===== src/rtl/time_set_ctrl_pkg.sv =====
// Shared definitions for the date/time edit controller: FSM states, field codes,
// field ranges and calendar helpers.
package time_set_ctrl_pkg;

  typedef enum logic [2:0] {
    StIdle,
    StSelYear,
    StSelMonth,
    StSelDay,
    StSelHour,
    StSelMin,
    StSelSec,
    StCommit
  } state_e;

  // Field order matches bin_time: year in the top byte, second in the bottom byte.
  typedef struct packed {
    logic [7:0] year;
    logic [7:0] month;
    logic [7:0] day;
    logic [7:0] hour;
    logic [7:0] minute;
    logic [7:0] second;
  } time_t;

  localparam int unsigned SwMode   = 0;
  localparam int unsigned SwUp     = 1;
  localparam int unsigned SwDown   = 2;
  localparam int unsigned SwCancel = 3;

  localparam logic [2:0] FldYear  = 3'd0;
  localparam logic [2:0] FldMonth = 3'd1;
  localparam logic [2:0] FldDay   = 3'd2;
  localparam logic [2:0] FldHour  = 3'd3;
  localparam logic [2:0] FldMin   = 3'd4;
  localparam logic [2:0] FldSec   = 3'd5;

  localparam logic [7:0] YearMin   = 8'd0;
  localparam logic [7:0] YearMax   = 8'd99;
  localparam logic [7:0] MonthMin  = 8'd1;
  localparam logic [7:0] MonthMax  = 8'd12;
  localparam logic [7:0] DayMin    = 8'd1;
  localparam logic [7:0] HourMin   = 8'd0;
  localparam logic [7:0] HourMax   = 8'd23;
  localparam logic [7:0] MinSecMin = 8'd0;
  localparam logic [7:0] MinSecMax = 8'd59;

  localparam time_t ResetTime = time_t'({8'd0, 8'd1, 8'd1, 24'd0});

  // Years are 2000..2099, so year%4==0 is exactly the leap rule.
  function automatic logic [7:0] days_in_month(input logic [7:0] year, input logic [7:0] month);
    logic [7:0] d;
    case (month)
      8'd4, 8'd6, 8'd9, 8'd11: d = 8'd30;
      8'd2:                    d = (year[1:0] == 2'b00) ? 8'd29 : 8'd28;
      default:                 d = 8'd31;
    endcase
    return d;
  endfunction

  function automatic logic [7:0] step_field(input logic [7:0] val, input logic [7:0] min,
                                            input logic [7:0] max, input logic up);
    logic [7:0] r;
    if (up) begin
      r = (val >= max) ? min : val + 8'd1;
    end else begin
      r = (val <= min) ? max : val - 8'd1;
    end
    return r;
  endfunction

  function automatic logic [2:0] field_of(input state_e s);
    logic [2:0] f;
    case (s)
      StSelMonth: f = FldMonth;
      StSelDay:   f = FldDay;
      StSelHour:  f = FldHour;
      StSelMin:   f = FldMin;
      StSelSec:   f = FldSec;
      default:    f = FldYear;
    endcase
    return f;
  endfunction

endpackage


===== src/rtl/time_set_ctrl_if.sv =====
// Switch inputs, live date/time from the clock core, and the load/edit outputs.
interface time_set_ctrl_if;

  logic [3:0]  sw_in;
  logic [7:0]  year;
  logic [7:0]  month;
  logic [7:0]  day;
  logic [7:0]  hour;
  logic [7:0]  minute;
  logic [7:0]  second;
  logic        set_time;
  logic [47:0] bin_time;
  logic        edit_active;
  logic [2:0]  edit_field;
  logic        blink;

  modport master (
    output sw_in, year, month, day, hour, minute, second,
    input  set_time, bin_time, edit_active, edit_field, blink
  );

  modport slave (
    input  sw_in, year, month, day, hour, minute, second,
    output set_time, bin_time, edit_active, edit_field, blink
  );

endinterface


===== src/rtl/time_set_ctrl_sw_debounce.sv =====
// One push switch: 2-FF synchroniser, stable-count debounce, registered press pulse.
module sw_debounce #(
  parameter int unsigned DebounceCycles = 500000
) (
  input  logic clk,
  input  logic rst,
  input  logic raw_i,
  output logic level_o,
  output logic rise_o
);

  logic        sync1_q, sync2_q;
  logic        level_q, rise_q;
  logic [31:0] cnt_q;
  logic        hit;

  // The level flips on the DebounceCycles-th consecutive cycle that disagrees with it.
  assign hit = (sync2_q != level_q) && (cnt_q == 32'(DebounceCycles - 1));

  always_ff @(posedge clk) begin
    if (rst) begin
      sync1_q <= 1'b0;
      sync2_q <= 1'b0;
      level_q <= 1'b0;
      rise_q  <= 1'b0;
      cnt_q   <= '0;
    end else begin
      sync1_q <= raw_i;
      sync2_q <= sync1_q;
      rise_q  <= hit & sync2_q;
      if (sync2_q == level_q) begin
        cnt_q <= '0;
      end else if (hit) begin
        cnt_q   <= '0;
        level_q <= sync2_q;
      end else begin
        cnt_q <= cnt_q + 32'd1;
      end
    end
  end

  assign level_o = level_q;
  assign rise_o  = rise_q;

endmodule


===== src/rtl/time_set_ctrl.sv =====
// Push-switch date/time editor: edits a shadow copy field by field and loads it into
// the clock core with a one-cycle set_time strobe on commit.
module time_set_ctrl #(
  parameter int unsigned DEBOUNCE_CYCLES = 500000,
  parameter int unsigned REPEAT_DELAY    = 25000000,
  parameter int unsigned REPEAT_RATE     = 5000000,
  parameter int unsigned TIMEOUT_CYCLES  = 500000000,
  parameter int unsigned BLINK_CYCLES    = 12500000
) (
  input logic           clk,
  input logic           rst,
  time_set_ctrl_if.slave bus
);

  import time_set_ctrl_pkg::*;

  state_e      state_q, state_d;
  time_t       shadow_q, shadow_step, bin_q, live;
  logic [3:0]  lvl, rise;
  logic [31:0] rep_cnt_q, rep_limit, to_cnt_q, blink_cnt_q;
  logic        rep_first_q, blink_q;
  logic        editing, cancel_ev, mode_ev, up_only, dn_only, held, rep_fire;
  logic        step_en, step_up, step_dn, any_press, timeout_hit;
  logic [7:0]  dmax;
  logic        unused_lvl;

  for (genvar i = 0; i < 4; i++) begin : g_sw
    sw_debounce #(
      .DebounceCycles(DEBOUNCE_CYCLES)
    ) u_sw_debounce (
      .clk    (clk),
      .rst    (rst),
      .raw_i  (bus.sw_in[i]),
      .level_o(lvl[i]),
      .rise_o (rise[i])
    );
  end

  assign unused_lvl = ^{lvl[SwMode], lvl[SwCancel]};

  assign live = {bus.year, bus.month, bus.day, bus.hour, bus.minute, bus.second};

  assign editing = (state_q != StIdle) && (state_q != StCommit);

  // Key priority: cancel > mode > up/down; up+down together never steps.
  assign cancel_ev = rise[SwCancel];
  assign mode_ev   = rise[SwMode] & ~cancel_ev;
  assign up_only   = lvl[SwUp] & ~lvl[SwDown];
  assign dn_only   = lvl[SwDown] & ~lvl[SwUp];
  assign held      = editing && (up_only || dn_only);
  assign rep_limit = rep_first_q ? 32'(REPEAT_DELAY - 1) : 32'(REPEAT_RATE - 1);
  assign rep_fire  = held && !(rise[SwUp] || rise[SwDown]) && (rep_cnt_q == rep_limit);
  assign step_en   = editing && !cancel_ev && !rise[SwMode];
  assign step_up   = step_en && up_only && (rise[SwUp] || rep_fire);
  assign step_dn   = step_en && dn_only && (rise[SwDown] || rep_fire);
  assign any_press = (|rise) || step_up || step_dn;
  assign timeout_hit = editing && !any_press && (to_cnt_q == 32'(TIMEOUT_CYCLES - 1));

  // State register.
  always_ff @(posedge clk) begin
    if (rst) begin
      state_q <= StIdle;
    end else begin
      state_q <= state_d;
    end
  end

  // Next-state logic.
  always_comb begin
    state_d = state_q;
    unique case (state_q)
      StIdle: begin
        if (mode_ev) state_d = StSelYear;
      end
      StCommit: state_d = StIdle;
      default: begin
        if (cancel_ev || timeout_hit) begin
          state_d = StIdle;
        end else if (mode_ev) begin
          state_d = state_e'(state_q + 3'd1);
        end
      end
    endcase
  end

  // Outputs.
  always_comb begin
    bus.edit_active = editing;
    bus.edit_field  = field_of(state_q);
    bus.set_time    = (state_q == StCommit);
    bus.bin_time    = bin_q;
    bus.blink       = blink_q;
  end

  // One step on the selected field, then clamp day if month/year shrank the month.
  always_comb begin
    shadow_step = shadow_q;
    case (state_q)
      StSelYear:  shadow_step.year   = step_field(shadow_q.year, YearMin, YearMax, step_up);
      StSelMonth: shadow_step.month  = step_field(shadow_q.month, MonthMin, MonthMax, step_up);
      StSelDay:   shadow_step.day    = step_field(shadow_q.day, DayMin,
                                         days_in_month(shadow_q.year, shadow_q.month), step_up);
      StSelHour:  shadow_step.hour   = step_field(shadow_q.hour, HourMin, HourMax, step_up);
      StSelMin:   shadow_step.minute = step_field(shadow_q.minute, MinSecMin, MinSecMax, step_up);
      StSelSec:   shadow_step.second = step_field(shadow_q.second, MinSecMin, MinSecMax, step_up);
      default: ;
    endcase
    dmax = days_in_month(shadow_step.year, shadow_step.month);
    if (shadow_step.day > dmax) shadow_step.day = dmax;
  end

  always_ff @(posedge clk) begin
    if (rst) begin
      shadow_q <= ResetTime;
      bin_q    <= ResetTime;
    end else begin
      if (state_q == StIdle && state_d == StSelYear) begin
        shadow_q <= live;
      end else if (step_up || step_dn) begin
        shadow_q <= shadow_step;
      end
      if (state_d == StCommit && state_q != StCommit) begin
        bin_q <= shadow_q;
      end
    end
  end

  // Auto-repeat: first repeat after REPEAT_DELAY, then every REPEAT_RATE while held.
  always_ff @(posedge clk) begin
    if (rst) begin
      rep_cnt_q   <= '0;
      rep_first_q <= 1'b1;
    end else if (!held || rise[SwUp] || rise[SwDown]) begin
      rep_cnt_q   <= '0;
      rep_first_q <= 1'b1;
    end else if (rep_fire) begin
      rep_cnt_q   <= '0;
      rep_first_q <= 1'b0;
    end else begin
      rep_cnt_q <= rep_cnt_q + 32'd1;
    end
  end

  always_ff @(posedge clk) begin
    if (rst) begin
      to_cnt_q <= '0;
    end else if (!editing || any_press) begin
      to_cnt_q <= '0;
    end else begin
      to_cnt_q <= to_cnt_q + 32'd1;
    end
  end

  always_ff @(posedge clk) begin
    if (rst) begin
      blink_cnt_q <= '0;
      blink_q     <= 1'b0;
    end else if (!editing) begin
      blink_cnt_q <= '0;
      blink_q     <= 1'b0;
    end else if (blink_cnt_q == 32'(BLINK_CYCLES - 1)) begin
      blink_cnt_q <= '0;
      blink_q     <= ~blink_q;
    end else begin
      blink_cnt_q <= blink_cnt_q + 32'd1;
    end
  end

endmodule


===== src/flat_wrapper.sv =====
// flat-port wrapper written by rule: the top's interface ports become plain ports
module time_set_ctrl_flat import time_set_ctrl_pkg::*;
#(
  parameter int unsigned DEBOUNCE_CYCLES = 500000,
  parameter int unsigned REPEAT_DELAY    = 25000000,
  parameter int unsigned REPEAT_RATE     = 5000000,
  parameter int unsigned TIMEOUT_CYCLES  = 500000000,
  parameter int unsigned BLINK_CYCLES    = 12500000
)
  (clk, rst, bus_sw_in, bus_year, bus_month, bus_day, bus_hour, bus_minute, bus_second, bus_set_time, bus_bin_time, bus_edit_active, bus_edit_field, bus_blink);
  time_set_ctrl_if bus_i ();
  input logic clk;
  input logic rst;
  input wire logic [$bits(bus_i.sw_in)-1:0] bus_sw_in;
  input wire logic [$bits(bus_i.year)-1:0] bus_year;
  input wire logic [$bits(bus_i.month)-1:0] bus_month;
  input wire logic [$bits(bus_i.day)-1:0] bus_day;
  input wire logic [$bits(bus_i.hour)-1:0] bus_hour;
  input wire logic [$bits(bus_i.minute)-1:0] bus_minute;
  input wire logic [$bits(bus_i.second)-1:0] bus_second;
  output wire logic [$bits(bus_i.set_time)-1:0] bus_set_time;
  output wire logic [$bits(bus_i.bin_time)-1:0] bus_bin_time;
  output wire logic [$bits(bus_i.edit_active)-1:0] bus_edit_active;
  output wire logic [$bits(bus_i.edit_field)-1:0] bus_edit_field;
  output wire logic [$bits(bus_i.blink)-1:0] bus_blink;
  assign bus_i.sw_in = bus_sw_in;
  assign bus_i.year = bus_year;
  assign bus_i.month = bus_month;
  assign bus_i.day = bus_day;
  assign bus_i.hour = bus_hour;
  assign bus_i.minute = bus_minute;
  assign bus_i.second = bus_second;
  assign bus_set_time = bus_i.set_time;
  assign bus_bin_time = bus_i.bin_time;
  assign bus_edit_active = bus_i.edit_active;
  assign bus_edit_field = bus_i.edit_field;
  assign bus_blink = bus_i.blink;
  time_set_ctrl #(.DEBOUNCE_CYCLES(DEBOUNCE_CYCLES), .REPEAT_DELAY(REPEAT_DELAY), .REPEAT_RATE(REPEAT_RATE), .TIMEOUT_CYCLES(TIMEOUT_CYCLES), .BLINK_CYCLES(BLINK_CYCLES)) u_core (.clk(clk), .rst(rst), .bus(bus_i));
endmodule

===== config.mk =====
export PLATFORM = sky130hd
export DESIGN_NAME = time_set_ctrl_flat
export DESIGN_NICKNAME = d
export VERILOG_FILES = /design/src/rtl/time_set_ctrl_pkg.sv /design/src/rtl/time_set_ctrl_if.sv /design/src/rtl/time_set_ctrl_sw_debounce.sv /design/src/rtl/time_set_ctrl.sv /design/src/flat_wrapper.sv
export SDC_FILE = /design/constraint.sdc
export NUM_CORES = 1
export LEC_CHECK = 0
export ABC_AREA = 1
export CORE_ASPECT_RATIO = 2
export CORE_MARGIN = 2
export CORE_UTILIZATION = 35
export CTS_CLUSTER_SIZE = 8
export DETAILED_ROUTE_END_ITERATION = 8
export PLACE_DENSITY_LB_ADDON = 0.08
export SLEW_MARGIN = 20
export SYNTH_ARGS = -nofsm -noshare
export SYNTH_HDL_FRONTEND = slang
export SYNTH_SLANG_ARGS = --single-unit

===== constraint.sdc =====
create_clock -name clk -period 10.6 [get_ports clk]
set_clock_uncertainty 0.2 [all_clocks]
set_input_delay 2.12 -clock clk [delete_from_list [all_inputs] [get_ports clk]]
set_output_delay 2.12 -clock clk [all_outputs]
set_load 0.01 [all_outputs]

Yosys cells after proc, flatten, opt, wreduce, memory -nomap -nowiden. Index checks and enable logic that the tools add are counted. W data, S select, Z words.

Input bits: 54. Output and inout port bits: 54. Flip-flop bits (word level): 341.

Bitwise gates (word level): 16. Order comparisons: 13. $add $sub $neg: 20. Multiplexer cells: 38. Eq/ne operators: 35. Reductions and logical operators: 64.

Operators with widths (number): $add A32 B1 Y32 const B (7); $mux W8 (26); $eq A32 B19 Y1 const B (4); $mux W48 (2); $add A8 B1 Y8 const B (6); $le A8 B1 Y1 const B (6); $sub A8 B1 Y8 const B (6); $eq A32 B24 Y1 const B (1); $eq A32 B29 Y1 const B (1); $eq A32 B32 Y1 (1); $eq A8 B3 Y1 const B (4); $eq A8 B4 Y1 const B (4); $pmux W8 S2 (2); $mux W25 (1); $logic_and A1 B1 Y1 (18); $reduce_or A3 Y1 (6); $eq A8 B2 Y1 const B (2); $ge A8 B6 Y1 const B (2); $reduce_and A2 Y1 (8); $eq A3 B3 Y1 const B (5); $pmux W3 S5 (1); $reduce_or A4 Y1 (3); $logic_or A1 B1 Y1 (11); $reduce_bool A2 Y1 (5); other kinds (21) (54).

Depth between registers and ports, before layout. Gate-level depths: netlist of the first run.

Depth after elaboration: 20. Mapped depth: 29.

Hierarchy. From an unflattened synthesis of the first run, not the netlist that was laid out.

Cells, all modules: 3089. Area, all modules: 20038.0 µm².

Modules (own cells, without submodules): time_set_ctrl (instances 1, area an instance 11339.6 µm², seq. area each 3943.8 µm², cells an instance 1721); sw_debounce (instances 4, area an instance 2174.6 µm², seq. area each 720.7 µm², cells an instance 342).

Least setup slack after synthesis of the first run. OpenSTA, ideal clock, no wires.

Kind: input to register. Start: input rst. End: register u_core.g_sw[3].u_sw_debounce.cnt_q[23]. Required time: 10270 ps. Buffers on the path: 2. Setup time: 130 ps. Stages on the path: 6. Arrival: 3092 ps. Slack: 7178 ps. Path through: clkbuf_1 > inv_1 > and2_1 > nand2_1 > clkbuf_1 > nor3b_1.

Longest elaborated chain between the ends: 1.

RTL lines: start: declaration (line flat_wrapper.sv:13) `input logic rst;`; $reduce_or A3 Y1 (no line); end signal: assignment (line time_set_ctrl_sw_debounce.sv:37) `cnt_q <= cnt_q + 32'd1;`; end: declaration (line time_set_ctrl_sw_debounce.sv:14) `logic [31:0] cnt_q;`.

Every way passes these cells. A chain may end at the register's enable or synchronous reset.

Final worst setup path of the first run.
Start: register u_core.state_q[0]. End: output bus_edit_active.

Longest elaborated chain between the ends: 2. Elaborated cells between the ends (all ways): 3. Those cells by class: 1 x eq/ne; 2 x reduce/logical.

RTL lines: start: declaration (line time_set_ctrl.sv:17) `state_e state_q, state_d;`; start signal: assignment (line time_set_ctrl.sv:62) `state_q <= StIdle;`; start signal: assignment (line time_set_ctrl.sv:64) `state_q <= state_d;`; $ne A3 B3 Y1 / $reduce_bool A3 Y1 (equally long branches) (line time_set_ctrl.sv:43) `assign editing = (state_q != StIdle) && (state_q != StCommit);`; $logic_and A1 B1 Y1 (*) (line time_set_ctrl.sv:43); end: declaration (line flat_wrapper.sv:23) `output wire logic [$bits(bus_i.edit_active)-1:0] bus_edit_active;`.

Mark *: on every way between the ends. The rest lies on a longest branch, timed or not.

==> impl_results.md, run 1 <==
* Net switching power at 0.000583 W
* Commonest non-fill, non-tap cells in the layout: sky130_fd_sc_hd__nand2_1 (459), sky130_fd_sc_hd__inv_1 (384), sky130_fd_sc_hd__dfxtp_1 (341), sky130_fd_sc_hd__nor2_1 (330), sky130_fd_sc_hd__a21oi_1 (187)
* Count of mapped cells out of synthesis at roughly 2600
* Top-area cell type share of the netlist area at roughly 38%
* Global routing usage on met3 at between 3 and 4%
* Synth area leaders: sky130_fd_sc_hd__dfxtp_1 (38%), sky130_fd_sc_hd__nand2_1 (9.5%), sky130_fd_sc_hd__inv_1 (8.0%)
* Via density at 5.05
* Number of antenna violations at the first check in global routing at 5
* Post-synthesis cell type with the largest combined area: sky130_fd_sc_hd__dfxtp_1
* Critical path startpoint: u_core.state_q[0]$_SDFF_PP0_
* Setup repair after global routing missed its margin: no
* Inserted Clock Buffers at 48
* Drt total wl at between 50000 and 60000 µm
* Clock tree from TritonCTS: yes
* Data arrival time of the critical path at around 2400 ps
* Xor and xnor fraction of the mapped netlist area at between 3 and 4%
* Library cell contributing the largest single delay on the critical path: sky130_fd_sc_hd__clkdlybuf4s50_1
* Number of top-level pins at about 110
* Multiplexer share of the synthesized area at 0.118%
* Final hold vios at 0
* Number of iterations in the first detailed-routing pass at 5
* Worst hold slack at a little over 200 ps
* GR Layer Usage met2 at a little under two fifths
* Met1 capacity usage during global routing at between 10% and 20%
* Buffers on Ports at roughly 110
* Power share of the clock group at about half
* Wire length of the first global-routing pass at between 80000 and 90000 µm
* Worst supply voltage drop on vdd at 0.0901 mV
* Most Frequent Cell on Critical Path: sky130_fd_sc_hd__inv_1
* Result of the run: finished clean
* Worst Reg2Reg Path Length in Cells at 21
* Switching share of total power at between 20% and 30%
* Seq/Total Area, Yosys at between 30% and 40%
* Site row count at roughly 120
* PwrDens at approximately 130 nW/µm²
* YS warnings at 0
* Mapped Avg Cell Area at between 6 and 7 µm²
* Worst Setup EP: bus_edit_active
* Core outline area at about 50000 µm²
* Hold buffers post-CTS at 0
* Critical setup path kind: register to output pin
* Sort of element at the start of the critical path: register
* Capture point of the worst reg-to-reg path: u_core.shadow_q[25]$_SDFFE_PP0P_
* Leading cell type in the layout, fill and taps excluded: sky130_fd_sc_hd__nand2_1
* Maximum number of pins on one net before global-route repair at between 70 and 80
* Area enclosed by the die boundary at 53600 µm²
* CTS H-tree lvls at 2
* Syn Nets at approximately 2700
* Yosys reg bits at between 300 and 400
* Post-synthesis share of cell area spent on and, or, nand and nor gates at between 30% and 40%
* Remaining global-route overflow at 0
* Fraction of registers with async set/reset at 0%
* Die boundary width at around 160 µm
* Iteration-0 DRC count of the detailed router at approximately 800
* Ordered cell list for the critical path: inv_1 -> ha_1 -> nand2_4 -> nand2_1 -> inv_1 -> clkdlybuf4s50_1
* Nets at around 2800
* EDFF count, synth at 0
* Reg2reg start: u_core.g_sw[2].u_sw_debounce.level_o$_SDFFE_PP0P_
* Die Height at between 300 and 400 µm
* Post-route DRC violation count at 0
* Synthesized-area fraction occupied by ao, oa, aoi and oai cells at between 10% and 20%
* Post-Route Setup TNS at 0 ps
* Setup-violating endpoint count in the final report at 0
* Min cycle time layout at roughly 4700 ps
* Critical path endpoint category: output pin
* Cell leakage power at 7.39 nW
* Post-layout total power at about 0.0027 W
* Detailed-route via count at between 15000 and 20000
* Clock insertion delay at the later pin of the skew report at about 570 ps
* Average wire per cell in the routed design at approximately 16 µm
* Sinks on the clock net at about 340
* Fraction of final layout cells with drive strength greater than 1 at slightly above 5%
* Worst path max stage delay at between 500 and 600 ps
* Worst relative slew slack at between 20 and 30%
* Area growth from synthesis to layout at 15.6%
* Maximum Capacitance Violations at 0
* Dominant combinational cell family by area after synthesis: simple AND/OR/NAND/NOR gates
* Setup Fix Bufs, Post-CTS at 0
* Adder-cell share of the synthesized area at about 2.5%
* Post-cts sizing count at 0
* Clock tree root buffer cell: sky130_fd_sc_hd__clkbuf_16
* Largest fanout on the critical path at 4
* Dominant synthesized flop cell: sky130_fd_sc_hd__dfxtp_1
* Grt peak-use layer: met2
* Hold WC Path Type: register to register
* Worst Path Required at around 8300 ps
* Cell area after synthesis at 18100 µm²
* Effective utilization at floorplan at 35.5%
* Achievable frequency at roughly 210 MHz
* Comb pwr share at under 10%
* Int Pwr at around 0.0021 W
* Final Max Tran Viols at 0
* Post-route ant nets at 0
* Vias in the first global route at roughly 17000
* Register-to-Register Setup Slack at between 6000 and 7000 ps
* Routability Congestion at approximately 0.87
* HPWL after detailed placement at 39600 µm
* Clock transition at the register clock pins on the worst setup and hold paths after CTS at approximately 50 ps
* Overall track demand over capacity in global routing at about a fifth
* Netlist cell types at 60
* Period utilization at between 40% and 50%
* Maximum buffer depth of the clock tree at 3
* Reg power frac at between 40% and 50%
* Setup Slack @ Placement at between 5000 and 6000 ps
* Slew at the pin with the worst max-slew slack at ~1100 ps
* Slack of the critical path at between 5000 and 6000 ps
## power groups by stage
stage / registers, W / logic [W] / clock network (W)
final: 0.00129 / 0.0000453 / 0.00135
after CTS: 0.00129 / 0.0000467 / 0.00141
after detailed placement: 0.00131 / 0.0000465 / 0
after global routing: 0.00129 / 0.0000495 / 0.00145
after floorplan: 0.00131 / 0.0000162 / 0
after global placement: 0.00131 / 0.0000466 / 0
## state kept, by name, summed over array words and instances, names as in the netlist
register	flops
u_core.g_sw.u_sw_debounce.cnt_q	128
u_core.bus.bin_time	48
u_core.shadow_q	48
u_core.blink_cnt_q	32
u_core.rep_cnt_q	32
u_core.to_cnt_q	32
u_core.g_sw.u_sw_debounce.level_o	4
u_core.g_sw.u_sw_debounce.rise_o	4
u_core.g_sw.u_sw_debounce.sync1_q	4
u_core.g_sw.u_sw_debounce.sync2_q	4
u_core.state_q	3
u_core.bus.blink	1
u_core.rep_first_q	1
## kinds of logic (layout without fill, tap and decap cells)
group           Yosys count  in the layout
simple gates           1266           1266
buf+inv                 468            565
compound gates          442            442
flops                   341            341
xor+xnor                 67             67
fa+ha+maj                36             36
mux                       2              2
other cells               0              1
## routing by layer
metal	up-vias	part of all wire [%]
met2	283	54
li1	8794	-
met4	8	4.2
met5	-	0.091
met1	7831	37
met3	137	4.2
## cell usage after synthesis (44+ instances only)
cell                       number
sky130_fd_sc_hd__nand4_1       71
sky130_fd_sc_hd__nand2_1      459
sky130_fd_sc_hd__nor4_1        56
sky130_fd_sc_hd__nor2_1       330
sky130_fd_sc_hd__a21oi_1      187
sky130_fd_sc_hd__clkbuf_1      45
sky130_fd_sc_hd__o21ai_0      141
sky130_fd_sc_hd__dfxtp_1      341
sky130_fd_sc_hd__nand3_1      115
sky130_fd_sc_hd__nor3_1       117
sky130_fd_sc_hd__xor2_1        46
sky130_fd_sc_hd__inv_1        385
sky130_fd_sc_hd__nor3b_1       44
## layout make-up
cell class                      instances  area (µm²)
Antenna cell                            1        2.50
Timing Repair Buffer                  117        1140
Clock inverter                          3        30.0
Sequential cell                       341        6830
Clock buffer                           48        1200
Multi-Input combinational cell       1813        9380
Tap cell                              654         818
Inverter                              397        1500
Fill cell                            5401       30100
## metrics by stage
stage	utilization [%]	cells	cell area, µm²
floorplan	-	2622	18100
global route	41.0	3374	20900
finish	41.0	3374	20900
detailed placement	38.6	3322	19700
global placement	38.6	3322	19700
CTS	41.0	3373	20900
## critical path: cells and delay by family, from the launching register on
family	cells	cell delay, ps
adder cells (fa/ha/maj)	1	270
buffers and inverters	3	810
flip-flops	1	390
AND/OR/NAND/NOR	2	320
## worst min path at each step
stage	from	endpoint	slack [ps]	depth (start not counted)
global route	u_core.g_sw[2].u_sw_debounce.sync1_q$_SDFF_PP0_	u_core.g_sw[2].u_sw_debounce.sync2_q$_SDFF_PP0_	230	2
detailed placement	u_core.g_sw[2].u_sw_debounce.sync1_q$_SDFF_PP0_	u_core.g_sw[2].u_sw_debounce.sync2_q$_SDFF_PP0_	210	2
floorplan	u_core.g_sw[0].u_sw_debounce.sync1_q$_SDFF_PP0_	u_core.g_sw[0].u_sw_debounce.sync2_q$_SDFF_PP0_	190	2
finish	u_core.g_sw[2].u_sw_debounce.sync1_q$_SDFF_PP0_	u_core.g_sw[2].u_sw_debounce.sync2_q$_SDFF_PP0_	210	2
global placement	u_core.g_sw[1].u_sw_debounce.sync1_q$_SDFF_PP0_	u_core.g_sw[1].u_sw_debounce.sync2_q$_SDFF_PP0_	210	2
CTS	u_core.g_sw[1].u_sw_debounce.sync1_q$_SDFF_PP0_	u_core.g_sw[1].u_sw_debounce.sync2_q$_SDFF_PP0_	220	2
Note: power is estimated with default switching activity, not from simulation.
==> run 2, diff against run 1 <==
- clock period: 10.6 -> 4.2 ns (I/O delays scaled with it)
==> run 2 against run 1 <==
Effect of this change:
- register-to-register slack lost 5600 ps
- die area is the same
- design area grew 0.81%
- worst hold slack lost 7.0 ps
- combinational power grew to 2.5 times the previous value
- critical path depth grew 18
- sequential power grew to 2.5 times the previous value
- largest cell class unchanged
==> impl_results.md, run 2 (synthesized netlist as in run 1, its figures left out) <==
* Die boundary width at 165 µm (unchanged)
* Worst Path Required at 4450 ps (-3830 ps)
* Maximum Capacitance Violations at 0 (unchanged)
* CTS H-tree lvls at 2 (unchanged)
* Area enclosed by the die boundary at 53600 µm² (unchanged)
* Final Max Tran Viols at 0 (unchanged)
* Commonest non-fill, non-tap cells in the layout: sky130_fd_sc_hd__nand2_1 (459), sky130_fd_sc_hd__inv_1 (383), sky130_fd_sc_hd__dfxtp_1 (341), sky130_fd_sc_hd__nor2_1 (330), sky130_fd_sc_hd__a21oi_1 (187)
* Sort of element at the start of the critical path: register
* Via density at 5.10 (+0.90%)
* Maximum buffer depth of the clock tree at 3 (unchanged)
* Vias in the first global route at 17377 (+2.0%)
* Detailed-route via count at 17288 (+1.4%)
* Grt peak-use layer: met2
* Setup-violating endpoint count in the final report at 0 (unchanged)
* Clock insertion delay at the later pin of the skew report at 580 ps (about the same)
* Site row count at 117 (unchanged)
* Area growth from synthesis to layout at 16.5%
* Die Height at 325 µm (unchanged)
* Post-Route Setup TNS at 0 ps (unchanged)
* Worst supply voltage drop on vdd at 0.284 mV (+220%)
* Met1 capacity usage during global routing at 19.3% (-0.12 points)
* Final hold vios at 0 (unchanged)
* Result of the run: finished clean
* Achievable frequency at around 260 MHz
* Inserted Clock Buffers at 48 (unchanged)
* Maximum number of pins on one net before global-route repair at 67 (-13%)
* Leading cell type in the layout, fill and taps excluded: sky130_fd_sc_hd__nand2_1
* Clock transition at the register clock pins on the worst setup and hold paths after CTS at 50 ps (about the same)
* Routability Congestion at 0.927 (+6.1%)
* Remaining global-route overflow at 0 (unchanged)
* Number of flip-flops in the largest register at 128 (unchanged)
* Setup Fix Bufs, Post-CTS at 0 (unchanged)
* Post-route ant nets at 0 (unchanged)
* Worst hold slack at 200 ps (-6.97 ps)
* Largest fanout on the critical path at 31 (+27)
* Critical path endpoint category: register
* Buffers on Ports at 107 (unchanged)
* Fraction of final layout cells with drive strength greater than 1 at 5.67% (+0.56 points)
* Count of filler cells inserted in the layout at 5370 (-0.57%)
* HPWL after detailed placement at 42000 µm (+6.2%)
* Effective utilization at floorplan at 35.5% (unchanged)
* Cells on Worst Hold Path at 2 (unchanged)
* Clock tree root buffer cell: sky130_fd_sc_hd__clkbuf_16
* Sinks on the clock net at 341 (unchanged)
* Data arrival time of the critical path at 4040 ps (+1680 ps)
* Post-layout total power at 0.00688 W (+160%)
* Worst relative slew slack at 34.1% (+5.2 points)
* Critical setup path kind: register to register
* Wire length of the first global-routing pass at 86700 µm (+2.8%)
* Design area at 21100 µm² (+0.81%)
* Hold buffers post-CTS at 0 (unchanged)
* Min cycle time layout at 3790 ps
* Number of iterations in the first detailed-routing pass at 6 (+1)
* GR Layer Usage met2 at 40.8% (+2.6 points)
* Worst Reg2Reg Path Length in Cells at 24 (+14%)
* Setup Slack @ Placement at 385 ps (-5320 ps)
* Drt total wl at 54800 µm (+4.4%)
* Register containing the most flip-flops in the final layout: u_core.g_sw.u_sw_debounce.cnt_q
* Number of top-level pins at 108 (unchanged)
* PwrDens at 327 nW/µm² (+150%)
* Cell leakage power at 7.49 nW (+1.3%)
* Global routing usage on met3 at 3.09% (-0.46 points)
* Cell area reported after detailed placement at 19800 µm² (+0.56%)
* Number of antenna violations at the first check in global routing at 3 (-2)
* Average wire per cell in the routed design at 16.2 µm (+3.9%)
* Slack of the critical path at 408 ps (-5520 ps)
* Period utilization at 90.3%
* Slew at the pin with the worst max-slew slack at 979 ps (-83.8 ps)
* Nets at 2821 (+0.46%)
* Clock tree from TritonCTS: yes
* Post-route DRC violation count at 0 (unchanged)
* Hold WC Path Type: register to register
* Overall track demand over capacity in global routing at 20.3% (+0.84 points)
* Core outline area at 50900 µm² (unchanged)
* Iteration-0 DRC count of the detailed router at 718 (-11%)
run 2: worst paths after layout:
check / slack [ps] / endpoint / startpoint
worst max register to register: 410 / u_core.shadow_q[25]$_SDFFE_PP0P_ / u_core.g_sw[2].u_sw_debounce.level_o$_SDFFE_PP0P_
worst min register to register: 200 / u_core.g_sw[3].u_sw_debounce.sync2_q$_SDFF_PP0_ / u_core.g_sw[3].u_sw_debounce.sync1_q$_SDFF_PP0_
worst min-delay path: 200 / u_core.g_sw[3].u_sw_debounce.sync2_q$_SDFF_PP0_ / u_core.g_sw[3].u_sw_debounce.sync1_q$_SDFF_PP0_
worst max-delay path: 410 / u_core.shadow_q[25]$_SDFFE_PP0P_ / u_core.g_sw[2].u_sw_debounce.level_o$_SDFFE_PP0P_
run 2: what timing repair did:
action	4_1_cts	5_1_grt
hold endpoints to repair	0	0
resized for setup	0	3
setup endpoints to repair	0	2
run 2: cell type report:
cell class	instances	area [µm²]	area share (%)
Tap cell	654	818	3.89
Multi-Input combinational cell	1813	9380	44.5
Clock buffer	51	1240	5.91
Antenna cell	2	5.00	0.0238
Clock inverter	2	40.0	0.190
Sequential cell	341	6830	32.4
Timing Repair Buffer	130	1250	5.94
Inverter	397	1500	7.10
run 2: worst max-delay path, stage by stage (launching register included):
cell,delay (ps)
sky130_fd_sc_hd__dfxtp_1,400
sky130_fd_sc_hd__inv_1,100
sky130_fd_sc_hd__ha_1,300
sky130_fd_sc_hd__nand3b_4,160
sky130_fd_sc_hd__nor2_4,100
sky130_fd_sc_hd__nand3_2,90
sky130_fd_sc_hd__o21bai_4,330
sky130_fd_sc_hd__nand2_4,210
sky130_fd_sc_hd__buf_4,310
sky130_fd_sc_hd__nor2_1,160
sky130_fd_sc_hd__nand2_1,60
sky130_fd_sc_hd__nand2_1,70
sky130_fd_sc_hd__o21ai_0,70
sky130_fd_sc_hd__inv_1,90
sky130_fd_sc_hd__ha_1,250
sky130_fd_sc_hd__inv_1,60
sky130_fd_sc_hd__nor2_1,30
sky130_fd_sc_hd__o21ai_0,140
sky130_fd_sc_hd__nor2_1,60
sky130_fd_sc_hd__nand2_1,80
sky130_fd_sc_hd__nand2_1,90
sky130_fd_sc_hd__nand2_1,90
sky130_fd_sc_hd__nand3_1,60
sky130_fd_sc_hd__nand2_1,80
sky130_fd_sc_hd__a21oi_2,50
run 2: report_power, final:
group	leakage, nW	switching [W]	internal [W]
Combinational	4.11	0.0000592	0.0000556
Clock	0.632	0.00145	0.00207
Sequential	2.75	0.00000265	0.00325
Total	7.49	0.00151	0.00537
run 2: through the flow:
| step | util, % | std cells |
|---|---|---|
| floorplan | - | 2622 |
| global placement | 38.8 | 3335 |
| detailed placement | 38.8 | 3335 |
| CTS | 41.3 | 3388 |
| global route | 41.3 | 3388 |
| finish | 41.3 | 3390 |
run 2: per-layer routing:
layer  wire length [µm]  vias up
met3               2010      143
li1                   -     8822
met4               2600        2
met1              19900     8010
met5                 13        -
met2              30300      311
==> run 3, diff against run 2 <==
- CTS_CLUSTER_SIZE: 8 -> 40
==> run 3 against run 2 <==
Effect of this change:
- cell count is 0.32% higher
- via count fell by 0.13%
- die area stayed put
- critical path depth fell by 9
- design area down 0.24%
- utilization shrank 0.098 points
- routed wire length fell by 0.82%
- clock-buffer cell count decreased by 3
- sequential power about the same
- fmax down 0.32%
- critical path type unchanged
==> impl_results.md, run 3 (synthesized netlist as in run 1, its figures left out) <==
* Design area at 21000 µm² (-0.24%)
* Maximum Capacitance Violations at 0 (unchanged)
* Area growth from synthesis to layout at 16.2%
* Sort of element at the start of the critical path: register
* Worst hold slack at 207 ps (+7.53 ps)
* Clock transition at the register clock pins on the worst setup and hold paths after CTS at 70 ps (+20 ps)
* Achievable frequency at 263 MHz (-0.32%)
* Critical setup path kind: register to register
* Buffers on Ports at 107 (unchanged)
* Worst Setup EP: u_core.bus.bin_time[42]$_SDFFE_PP0P_
* Detailed-route via count at 17265 (-0.13%)
* Cell leakage power at 7.47 nW (-0.31%)
* Number of iterations in the first detailed-routing pass at 6 (unchanged)
* Setup Slack @ Placement at 385 ps (unchanged)
* Fraction of final layout cells with drive strength greater than 1 at 5.94% (+0.27 points)
* Post-route DRC violation count at 0 (unchanged)
* Routability Congestion at 0.927 (unchanged)
* Sinks on the clock net at 341 (unchanged)
* HPWL after detailed placement at 42000 µm (unchanged)
* Critical path startpoint: u_core.g_sw[2].u_sw_debounce.level_o$_SDFFE_PP0P_
* Clock insertion delay at the later pin of the skew report at 560 ps (-20 ps)
* Final non-filler cell total at 3401 (+0.32%)
* Core outline area at 50900 µm² (unchanged)
* Clock tree root buffer cell: sky130_fd_sc_hd__clkbuf_16
* Total area of multi-input combinational cells at 9380 µm² (unchanged)
* Result of the run: finished clean
* Period utilization at 90.6% (+0.29 points)
* Effective utilization at floorplan at 35.5% (unchanged)
* Critical path endpoint category: register
* Reg2reg start: u_core.g_sw[2].u_sw_debounce.level_o$_SDFFE_PP0P_
* Drt total wl at 54300 µm (-0.82%)
* Site row count at 117 (unchanged)
* Count of filler cells inserted in the layout at 5373 (+0.056%)
* Setup-violating endpoint count in the final report at 0 (unchanged)
* Area enclosed by the die boundary at 53600 µm² (unchanged)
* Overall track demand over capacity in global routing at 20.2% (-0.14 points)
* Final hold vios at 0 (unchanged)
* Number of flip-flops in the largest register at 128 (unchanged)
* Final Max Tran Viols at 0 (unchanged)
* Die Height at 325 µm (unchanged)
* Clock tree from TritonCTS: yes
* Post-Route Setup TNS at 0 ps (unchanged)
* Post-route ant nets at 0 (unchanged)
* Worst supply voltage drop on vdd at 0.357 mV (+26%)
* Via density at 5.08 (-0.46%)
* Maximum number of pins on one net before global-route repair at 67 (unchanged)
* Data arrival time of the critical path at 4040 ps (about the same)
* Nets at 2809 (-0.43%)
* Number of antenna violations at the first check in global routing at 3 (unchanged)
* Cell area reported after detailed placement at 19800 µm² (unchanged)
* Commonest non-fill, non-tap cells in the layout: sky130_fd_sc_hd__nand2_1 (459), sky130_fd_sc_hd__inv_1 (383), sky130_fd_sc_hd__dfxtp_1 (341), sky130_fd_sc_hd__nor2_1 (330), sky130_fd_sc_hd__a21oi_1 (187)
* Area occupied by registers at 6830 µm² (unchanged)
* Slew at the pin with the worst max-slew slack at 961 ps (-18.5 ps)
* Maximum buffer depth of the clock tree at 3 (unchanged)
* Wire length of the first global-routing pass at 86100 µm (-0.72%)
* Hold WC Path Type: register to register
* Setup repair after global routing missed its margin: no
* Inserted Clock Buffers at 36 (-25%)
* Leading cell type in the layout, fill and taps excluded: sky130_fd_sc_hd__nand2_1
* Worst Reg2Reg Path Length in Cells at 15 (-38%)
* PwrDens at 321 nW/µm² (-1.8%)
* Setup Fix Bufs, Post-CTS at 0 (unchanged)
* Vias in the first global route at 17249 (-0.74%)
* Register-to-Register Setup Slack at 400 ps (about the same)
* Number of top-level pins at 108 (unchanged)
* Average wire per cell in the routed design at 16.0 µm (-1.1%)
* Worst Path Required at 4430 ps (-20 ps)
* Register containing the most flip-flops in the final layout: u_core.g_sw.u_sw_debounce.cnt_q
* Cell count after placement at 3335 (unchanged)
* Remaining global-route overflow at 0 (unchanged)
* Iteration-0 DRC count of the detailed router at 805 (+12%)
* Die boundary width at 165 µm (unchanged)
* Slack of the critical path at 396 ps (-12.4 ps)
* Hold buffers post-CTS at 0 (unchanged)
* Largest fanout on the critical path at 66 (+110%)
* Capture point of the worst reg-to-reg path: u_core.bus.bin_time[42]$_SDFFE_PP0P_
* Min cycle time layout at 3800 ps (+12.4 ps)
* Worst relative slew slack at 35.4% (+1.2 points)
* CTS H-tree lvls at 2 (unchanged)
* Post-cts sizing count at 0 (unchanged)
==> run 3: changes by cell type in the layout (fill, tap and decap cells not counted), sizes merged <==
cell / change
bufinv: +4
clkbuf: -3
clkinv: +8
clkinvlp: +2
==> run 3: where the power goes <==
| group | internal [W] | switching, W | leakage, nW | total, W |
|---|---|---|---|---|
| logic | 0.0000556 | 0.0000592 | 4.11 | 0.000115 |
| clock network | 0.00199 | 0.00139 | 0.608 | 0.00338 |
| registers | 0.00324 | 0.00000278 | 2.75 | 0.00324 |
==> run 3: layout make-up <==
type / count / share of cell area, %
antenna: 2 / 0.0238
timing repair buffer: 130 / 5.95
sequential: 341 / 32.5
inverter: 397 / 7.12
multi-input combinational: 1813 / 44.6
clock buffer: 48 / 4.94
tap: 654 / 3.89
clock inverter: 16 / 0.935
==> run 3: worst min-delay path by stage <==
stage / start / endpoint / depth (start not counted) / slack (ps)
after global routing: u_core.g_sw[0].u_sw_debounce.sync1_q$_SDFF_PP0_ / u_core.g_sw[0].u_sw_debounce.sync2_q$_SDFF_PP0_ / 2 / 220
final: u_core.g_sw[3].u_sw_debounce.sync1_q$_SDFF_PP0_ / u_core.g_sw[3].u_sw_debounce.sync2_q$_SDFF_PP0_ / 2 / 210
after global placement: u_core.g_sw[0].u_sw_debounce.sync1_q$_SDFF_PP0_ / u_core.g_sw[0].u_sw_debounce.sync2_q$_SDFF_PP0_ / 2 / 200
after CTS: u_core.g_sw[0].u_sw_debounce.sync1_q$_SDFF_PP0_ / u_core.g_sw[0].u_sw_debounce.sync2_q$_SDFF_PP0_ / 2 / 210
after floorplan: u_core.g_sw[0].u_sw_debounce.sync1_q$_SDFF_PP0_ / u_core.g_sw[0].u_sw_debounce.sync2_q$_SDFF_PP0_ / 2 / 190
after detailed placement: u_core.g_sw[3].u_sw_debounce.sync1_q$_SDFF_PP0_ / u_core.g_sw[3].u_sw_debounce.sync2_q$_SDFF_PP0_ / 2 / 200
==> run 3: through the flow <==
stage | utilization, % | power (W)
6_report | 41.2 | 0.00674
5_1_grt | 41.2 | 0.00699
4_1_cts | 41.2 | 0.00686
3_5_place_dp | 38.8 | 0.00343
3_3_place_gp | 38.8 | 0.00343
2_1_floorplan | - | 0.00335
==> run 3: critical path: stages (launching register included) <==
cell and delay [ps]:
sky130_fd_sc_hd__dfxtp_1 410, sky130_fd_sc_hd__inv_1 100, sky130_fd_sc_hd__ha_1 300, sky130_fd_sc_hd__nand3b_4 160
sky130_fd_sc_hd__nor2_4 100, sky130_fd_sc_hd__nand3_2 90, sky130_fd_sc_hd__o21bai_4 330, sky130_fd_sc_hd__nand2_4 210
sky130_fd_sc_hd__buf_4 310, sky130_fd_sc_hd__nand4_4 180, sky130_fd_sc_hd__nand2_1 80, sky130_fd_sc_hd__o22ai_2 180
sky130_fd_sc_hd__nand3_4 340, sky130_fd_sc_hd__buf_12 310, sky130_fd_sc_hd__o21ai_0 210, sky130_fd_sc_hd__a21oi_1 50
==> run 3: per-layer routing <==
layer / vias to the layer above / track usage [%] / part of all wire [%] / wire [µm]
li1: 8824 / - / - / -
met1: 8000 / 19.4 / 37 / 19900
met2: 302 / 40.3 / 55 / 30000
met3: 137 / 2.83 / 3.5 / 1880
met4: 2 / 9.96 / 4.8 / 2600
met5: - / 0 / 0.024 / 13
